===== src/rtl/cpu_du_link_pipe.sv =====
// ---------------------------------------------------------------------------
// cpu_du_link_pipe
//   Pipelined boundary between the CPU core and the debug unit. It carries two
//   independent valid/ready payload channels, each built from N_STAGES skid
//   buffers, and two fixed-latency sideband shift pipes.
//
//   Optional macro: CPU_DU_LINK_PARITY_EN
//     When defined, every payload word carries an even-parity bit through all
//     stages, and the sticky o_parity_err flag reports a delivered word that
//     fails the check. When undefined, no parity is stored and the port is
//     absent.
//
//   Ports:
//     clk, i_rst_n (async, active-low), i_flush (sync flush of both channels)
//     forward channel : i_fwd_data/i_fwd_valid/o_fwd_ready  (CPU side)
//                       o_fwd_data/o_fwd_valid/i_fwd_ready  (DU side)
//     reverse channel : i_rev_data/i_rev_valid/o_rev_ready  (DU side)
//                       o_rev_data/o_rev_valid/i_rev_ready  (CPU side)
//     sideband        : i_sb_fwd -> o_sb_fwd, i_sb_rev -> o_sb_rev (N_STAGES delay)
//     occupancy       : o_fwd_cnt, o_rev_cnt (words held per channel)
//     o_parity_err    : sticky parity error (CPU_DU_LINK_PARITY_EN only)
// ---------------------------------------------------------------------------

// One skid-buffered stage. Ready toward the source is the registered
// "skid empty" flag, so no combinational ready path crosses the stage.
module cpu_du_link_stage #(
  parameter int W = 32
) (
  input  logic         clk,
  input  logic         i_rst_n,
  input  logic         i_flush,
  input  logic [W-1:0] i_data,
  input  logic         i_valid,
  output logic         o_ready,
  output logic [W-1:0] o_data,
  output logic         o_valid,
  input  logic         i_ready
);
  logic [W-1:0] main_q, main_d;
  logic [W-1:0] skid_q, skid_d;
  logic         main_vld_q, main_vld_d;
  logic         skid_vld_q, skid_vld_d;
  logic         acc, take;

  assign o_ready = ~skid_vld_q;
  assign o_valid = main_vld_q;
  assign o_data  = main_q;
  assign acc     = i_valid & ~skid_vld_q;
  assign take    = main_vld_q & i_ready;

  always_comb begin
    main_d     = main_q;
    skid_d     = skid_q;
    main_vld_d = main_vld_q;
    skid_vld_d = skid_vld_q;
    if (i_flush) begin
      main_vld_d = 1'b0;
      skid_vld_d = 1'b0;
    end else if (skid_vld_q) begin
      // Full: never accepts; a take promotes the skid word into main.
      if (take) begin
        main_d     = skid_q;
        skid_vld_d = 1'b0;
      end
    end else if (acc && main_vld_q && !take) begin
      skid_d     = i_data;
      skid_vld_d = 1'b1;
    end else if (acc) begin
      main_d     = i_data;
      main_vld_d = 1'b1;
    end else if (take) begin
      main_vld_d = 1'b0;
    end
  end

  always_ff @(posedge clk or negedge i_rst_n) begin
    if (!i_rst_n) begin
      main_q     <= '0;
      skid_q     <= '0;
      main_vld_q <= 1'b0;
      skid_vld_q <= 1'b0;
    end else begin
      main_q     <= main_d;
      skid_q     <= skid_d;
      main_vld_q <= main_vld_d;
      skid_vld_q <= skid_vld_d;
    end
  end
endmodule

// One payload channel: N_STAGES chained skid stages plus occupancy counter.
module cpu_du_link_chan #(
  parameter int NB       = 32,
  parameter int N_STAGES = 2,
  parameter int NB_CNT   = 4
) (
  input  logic              clk,
  input  logic              i_rst_n,
  input  logic              i_flush,
  input  logic [NB-1:0]     i_data,
  input  logic              i_valid,
  output logic              o_ready,
  output logic [NB-1:0]     o_data,
  output logic              o_valid,
  input  logic              i_ready,
  output logic [NB_CNT-1:0] o_cnt
`ifdef CPU_DU_LINK_PARITY_EN
  ,
  output logic              o_parity_err
`endif
);
`ifdef CPU_DU_LINK_PARITY_EN
  localparam int SW = NB + 1;
`else
  localparam int SW = NB;
`endif

  logic [SW-1:0]     stg_data [N_STAGES+1];
  logic              stg_vld  [N_STAGES+1];
  logic              stg_rdy  [N_STAGES+1];
  logic [NB_CNT-1:0] cnt_q, cnt_d;
  logic              acc, dlv;

`ifdef CPU_DU_LINK_PARITY_EN
  // Even parity: the appended bit makes the XOR of the whole word zero.
  assign stg_data[0] = {^i_data, i_data};
`else
  assign stg_data[0] = i_data;
`endif
  assign stg_vld[0]        = i_valid;
  assign o_ready           = stg_rdy[0];
  assign o_data            = stg_data[N_STAGES][NB-1:0];
  assign o_valid           = stg_vld[N_STAGES];
  assign stg_rdy[N_STAGES] = i_ready;

  for (genvar k = 0; k < N_STAGES; k++) begin : g_stg
    cpu_du_link_stage #(.W(SW)) u_stg (
      .clk     (clk),
      .i_rst_n (i_rst_n),
      .i_flush (i_flush),
      .i_data  (stg_data[k]),
      .i_valid (stg_vld[k]),
      .o_ready (stg_rdy[k]),
      .o_data  (stg_data[k+1]),
      .o_valid (stg_vld[k+1]),
      .i_ready (stg_rdy[k+1])
    );
  end

  assign acc   = i_valid & stg_rdy[0];
  assign dlv   = stg_vld[N_STAGES] & i_ready;
  assign o_cnt = cnt_q;

  always_comb begin
    cnt_d = cnt_q;
    if (i_flush) cnt_d = '0;
    else         cnt_d = cnt_q + NB_CNT'(acc) - NB_CNT'(dlv);
  end

  always_ff @(posedge clk or negedge i_rst_n) begin
    if (!i_rst_n) cnt_q <= '0;
    else          cnt_q <= cnt_d;
  end

`ifdef CPU_DU_LINK_PARITY_EN
  logic err_q, err_d;

  always_comb begin
    err_d = err_q;
    if (i_flush)                          err_d = 1'b0;
    else if (dlv && ^stg_data[N_STAGES])  err_d = 1'b1;
  end

  always_ff @(posedge clk or negedge i_rst_n) begin
    if (!i_rst_n) err_q <= 1'b0;
    else          err_q <= err_d;
  end

  assign o_parity_err = err_q;
`endif
endmodule

module cpu_du_link_pipe #(
  parameter int NB_FWD   = 32,
  parameter int NB_REV   = 32,
  parameter int N_STAGES = 2,
  parameter int NB_SB    = 8,
  parameter int NB_CNT   = 4
) (
  input  logic              clk,
  input  logic              i_rst_n,
  input  logic              i_flush,
  input  logic [NB_FWD-1:0] i_fwd_data,
  input  logic              i_fwd_valid,
  output logic              o_fwd_ready,
  output logic [NB_FWD-1:0] o_fwd_data,
  output logic              o_fwd_valid,
  input  logic              i_fwd_ready,
  input  logic [NB_REV-1:0] i_rev_data,
  input  logic              i_rev_valid,
  output logic              o_rev_ready,
  output logic [NB_REV-1:0] o_rev_data,
  output logic              o_rev_valid,
  input  logic              i_rev_ready,
  input  logic [NB_SB-1:0]  i_sb_fwd,
  output logic [NB_SB-1:0]  o_sb_fwd,
  input  logic [NB_SB-1:0]  i_sb_rev,
  output logic [NB_SB-1:0]  o_sb_rev,
  output logic [NB_CNT-1:0] o_fwd_cnt,
  output logic [NB_CNT-1:0] o_rev_cnt
`ifdef CPU_DU_LINK_PARITY_EN
  ,
  output logic              o_parity_err
`endif
);
`ifdef CPU_DU_LINK_PARITY_EN
  logic fwd_perr, rev_perr;
  assign o_parity_err = fwd_perr | rev_perr;
`endif

  cpu_du_link_chan #(.NB(NB_FWD), .N_STAGES(N_STAGES), .NB_CNT(NB_CNT)) u_fwd (
    .clk          (clk),
    .i_rst_n      (i_rst_n),
    .i_flush      (i_flush),
    .i_data       (i_fwd_data),
    .i_valid      (i_fwd_valid),
    .o_ready      (o_fwd_ready),
    .o_data       (o_fwd_data),
    .o_valid      (o_fwd_valid),
    .i_ready      (i_fwd_ready),
`ifdef CPU_DU_LINK_PARITY_EN
    .o_parity_err (fwd_perr),
`endif
    .o_cnt        (o_fwd_cnt)
  );

  cpu_du_link_chan #(.NB(NB_REV), .N_STAGES(N_STAGES), .NB_CNT(NB_CNT)) u_rev (
    .clk          (clk),
    .i_rst_n      (i_rst_n),
    .i_flush      (i_flush),
    .i_data       (i_rev_data),
    .i_valid      (i_rev_valid),
    .o_ready      (o_rev_ready),
    .o_data       (o_rev_data),
    .o_valid      (o_rev_valid),
    .i_ready      (i_rev_ready),
`ifdef CPU_DU_LINK_PARITY_EN
    .o_parity_err (rev_perr),
`endif
    .o_cnt        (o_rev_cnt)
  );

  // Sideband levels: plain shift pipes matching the payload latency; flush
  // and payload stalls do not touch them.
  logic [NB_SB-1:0] sb_fwd_q [N_STAGES];
  logic [NB_SB-1:0] sb_rev_q [N_STAGES];

  always_ff @(posedge clk or negedge i_rst_n) begin
    if (!i_rst_n) begin
      for (int k = 0; k < N_STAGES; k++) begin
        sb_fwd_q[k] <= '0;
        sb_rev_q[k] <= '0;
      end
    end else begin
      sb_fwd_q[0] <= i_sb_fwd;
      sb_rev_q[0] <= i_sb_rev;
      for (int k = 1; k < N_STAGES; k++) begin
        sb_fwd_q[k] <= sb_fwd_q[k-1];
        sb_rev_q[k] <= sb_rev_q[k-1];
      end
    end
  end

  assign o_sb_fwd = sb_fwd_q[N_STAGES-1];
  assign o_sb_rev = sb_rev_q[N_STAGES-1];
endmodule


===== config.mk =====
export PLATFORM = sky130hd
export DESIGN_NAME = cpu_du_link_pipe
export DESIGN_NICKNAME = d
export VERILOG_FILES = /design/src/rtl/cpu_du_link_pipe.sv
export SDC_FILE = /design/constraint.sdc
export NUM_CORES = 1
export LEC_CHECK = 0
export ABC_AREA = 1
export BUFFER_PORTS_ARGS = -buffer_cell sky130_fd_sc_hd__buf_2
export CAP_MARGIN = 5
export CORE_UTILIZATION = 55
export DETAILED_ROUTE_END_ITERATION = 7
export PLACE_DENSITY_LB_ADDON = 0.25
export SETUP_SLACK_MARGIN = 0.05
export SLEW_MARGIN = 20
export SYNTH_ARGS = -nofsm -noshare
export SYNTH_HDL_FRONTEND = slang
export SYNTH_SLANG_ARGS = --single-unit

===== constraint.sdc =====
create_clock -name clk -period 2.2 [get_ports clk]
set_input_delay 0.11 -clock clk [delete_from_list [all_inputs] [get_ports clk]]
set_output_delay 0.11 -clock clk [all_outputs]
set_load 0.01 [all_outputs]

==> results.yml <==
run_status:
  status: "finished, violations left"
  violations: "DRC"
yosys:
  ys_types: 24
  seq_area_frac_synth_pct: 56.1
  yosysWarnings: 0
  synth_top_area_share_pct: 56.1
  synthesis.area_sq_mm: 0.0136
  synthTopCellsByArea: "dfrtp_1 56%, nand2_1 22%, o21ai_0 4.9%, nand4_1 4.4%, inv_1 2.3%"
  synth_cells: 1666
  synth_area_per_cell_sq_um: 8.14
  synth_edf_count: 0
  yosysTopAreaCell: "dfrtp_1"
  yosysMostFrequentCell: "nand2_1"
  ys_top_cells_by_count: "803 x nand2_1, 304 x dfrtp_1, 133 x o21ai_0"
  synthArstFlopShare_pct: 100
  synthFlopType: "dfrtp_1"
  synthesis.nets: 1761
  synth_seq_cells: 304
pwr:
  powerDensity_mw_per_mm2: 879
  p_int_mw: 10.8
  p_switching_mw: 3.79
  combinationalPowerShare_pct: 13.7
  p_leak_nw: 9.08
  p_sw_share_pct: 26.0
  power.share.sequential_pct: 45.8
  vdd_drop_max_v: 0.000712
  clockPowerShare_pct: 40.5
detailed_routing:
  drt-vias-per-instance: 5.19
  finalWirelength_microns: 32800
  drc: 2
  drt_pass1_iterations: 7
  detail_route.iter0.violations: 811
  postRouteAntennaNets: 0
  wl_per_cell_microns: 14.7
  vias: 11600
placement:
  portBuffers: 178
  placed_area_sq_mm: 0.0146
  place.gp.congestion: 0.802
  dpl.hpwl_microns: 20800
grt:
  globalRouteTotalUtil_pct: 26.2
  grt_pass1_vias: 11100
  grt_pass1_wl_microns: 54300
  grt_overflow: 0
  antenna_found_initial: 1
  grt_max_degree: 66
cts:
  cts-root-buf: "clkbuf_16"
  cts_tree: "built"
  clk_pin_slew_ns: 0.06
  clock_path_buffers: 3
  cts-htree-levels: 2
  clk_latency_ns: 0.51
  cts_resized: 0
  cts_buffers: 34
  cts_sinks: 304
die:
  die_h_microns: 159
  fp.dieArea_sq_mm: 0.0253
  ios: 179
  die_x_microns: 159
  core_sq_mm: 0.0242
  initial_core_util_pct: 55.9
  rows: 57
timing:
  fmax_ghz: 0.563
  fin_crit_ns: 1.78
  finalSetupTns_ns: 0
  tightestPinTransition_ns: 0.670
  max_slew_margin_pct: 55.3
  slew_violations: 0
  finalSetupViolCount: 0
  finalClockSkew_ns: 0.0106
  rsz0062_at_grt: "false"
  hold_viol: 0
  period_share_pct: 80.7
finish:
  post_route_cells_drive_above_1_share_pct: 15.5
  nNetsFinal: 1974
  area_growth_pct: 22.6
  finalInstanceArea_sq_mm: 0.0166
critical_path:
  crit_path_end_kind: "flop"
  path_class: "reg2reg"
  crit_arrival_ns: 2.22
  worstPathMaxFanout: 30
  cp.required_ns: 2.64
  cp-start-kind: "flop"
run:
  maxCapViolations: 0
hold_path:
  hp-class: "in2async"
[cells in the final DEF, fill, tap and decap left out, types with 10 or more instances in the layout]
| cell | synthesis | layout |
|---|---|---|
| clkbuf_16 | 0 | 37 |
| o21ai_0 | 133 | 133 |
| dfrtp_1 | 304 | 303 |
| nand2_1 | 803 | 802 |
| dlygate4sd3_1 | 0 | 86 |
| inv_1 | 82 | 82 |
| a21oi_1 | 10 | 10 |
| nand3_1 | 39 | 39 |
| buf_2 | 52 | 177 |
| nand4_1 | 96 | 96 |
| o21ai_1 | 31 | 31 |
| buf_4 | 26 | 34 |
| nor2_1 | 12 | 12 |
[worst paths after layout]
| kind | from | endpoint | slack [ns] | cells after the start |
|---|---|---|---|---|
| min in group clk | i_sb_rev[3] | sb_rev_q[11] | 0.25 | 2 |
| hold reg to reg | sb_rev_q[9] | o_sb_rev[1] | 0.35 | 0 |
| setup reg to reg | u_fwd.g_stg[0].u_stg.skid_vld_q | u_fwd.g_stg[0].u_stg.o_data[13] | 0.42 | 6 |
| max in group asynchronous | i_rst_n | sb_rev_q[8] | 1.19 | 3 |
| setup / recovery | u_fwd.g_stg[0].u_stg.skid_vld_q | u_fwd.g_stg[0].u_stg.o_data[13] | 0.42 | 6 |
| hold / removal | i_rst_n | u_rev.g_stg[1].u_stg.o_data[24] | 0.15 | 2 |
[metal layers]
| metal | routed length [microns] | track usage (%) |
|---|---|---|
| met1 | 13700 | 33.5 |
| met2 | 16400 | 45.7 |
| met5 | 0 | 0 |
| met3 | 1650 | 3.33 |
| met4 | 1100 | 10.2 |
[sequential cells by signal, indices dropped and copies added, names as in the netlist]
signal                        count
sb_rev_q                          8
u_fwd.g_stg.u_stg.o_data         64
u_fwd.g_stg.u_stg.skid_vld_q      2
u_rev.g_stg.u_stg.o_valid         2
u_rev.o_cnt                       4
u_fwd.g_stg.u_stg.o_valid         2
u_rev.g_stg.u_stg.skid_vld_q      2
u_fwd.g_stg.u_stg.skid_q         64
o_sb_rev                          8
u_rev.g_stg.u_stg.o_data         64
u_rev.g_stg.u_stg.skid_q         64
o_sb_fwd                          8
sb_fwd_q                          8
u_fwd.o_cnt                       4
[worst max-delay path, stage by stage, from the launching register on]
cell and delay [ns]:
dfrtp_1 0.55, nor2_4 0.21, nand2_1 0.25, nand3_2 0.18, buf_4 0.32, nand2_1 0.12
nand2_1 0.07
[through the flow]
| step | hold slack [ns] | cells | utilization (%) | worst slack [ns] | power [mW] |
|---|---|---|---|---|---|
| global placement | 0.0920 | 2081 | 60.1 | 0.496 | 8.59 |
| floorplan | -0.186 | 1666 | - | 0.520 | 7.84 |
| global route | 0.193 | 2227 | 68.5 | 0.279 | 15.3 |
| CTS | 0.156 | 2226 | 68.5 | 0.415 | 14.7 |
| finish | 0.154 | 2227 | 68.5 | 0.425 | 14.6 |
| detailed placement | 0.0919 | 2081 | 60.1 | 0.424 | 8.68 |
[repair_timing]
item | CTS | global route
hold buffers | 86 | 0
setup buffers | 0 | 0
setup endpoints to repair | 0 | 0
hold endpoints to repair | 185 | 0
[cell type report]
class                   instances  area, sq um
fillers                      1990         7630
flip-flops and latches        304         7610
multi-input cells            1149         4990
repair buffers                302         2100
clock buffers                  50         1060
well taps                     324          405
inverters                      88          330
clock inverters                 9          120
diodes                          1         2.50
[cell families (layout without fill, tap and decap cells)]
kind of cell | Yosys count | after routing | synth area share, %
simple gates | 965 | 965 | 29.4
flops | 304 | 304 | 56.1
buf+inv | 213 | 449 | 7.10
compound gates | 176 | 176 | 6.53
fa+ha+maj | 8 | 8 | 0.849
other cells | 0 | 1 | 0
[power groups by stage]
stage	Combinational (mW)	Sequential [mW]	Clock (mW)
global placement	1.83	6.76	0
floorplan	0.998	6.84	0
CTS	2.02	6.69	6.02
global route	2.28	6.77	6.25
finish	2.00	6.70	5.91
detailed placement	1.90	6.79	0
Note: power is estimated with default switching activity, not from simulation.
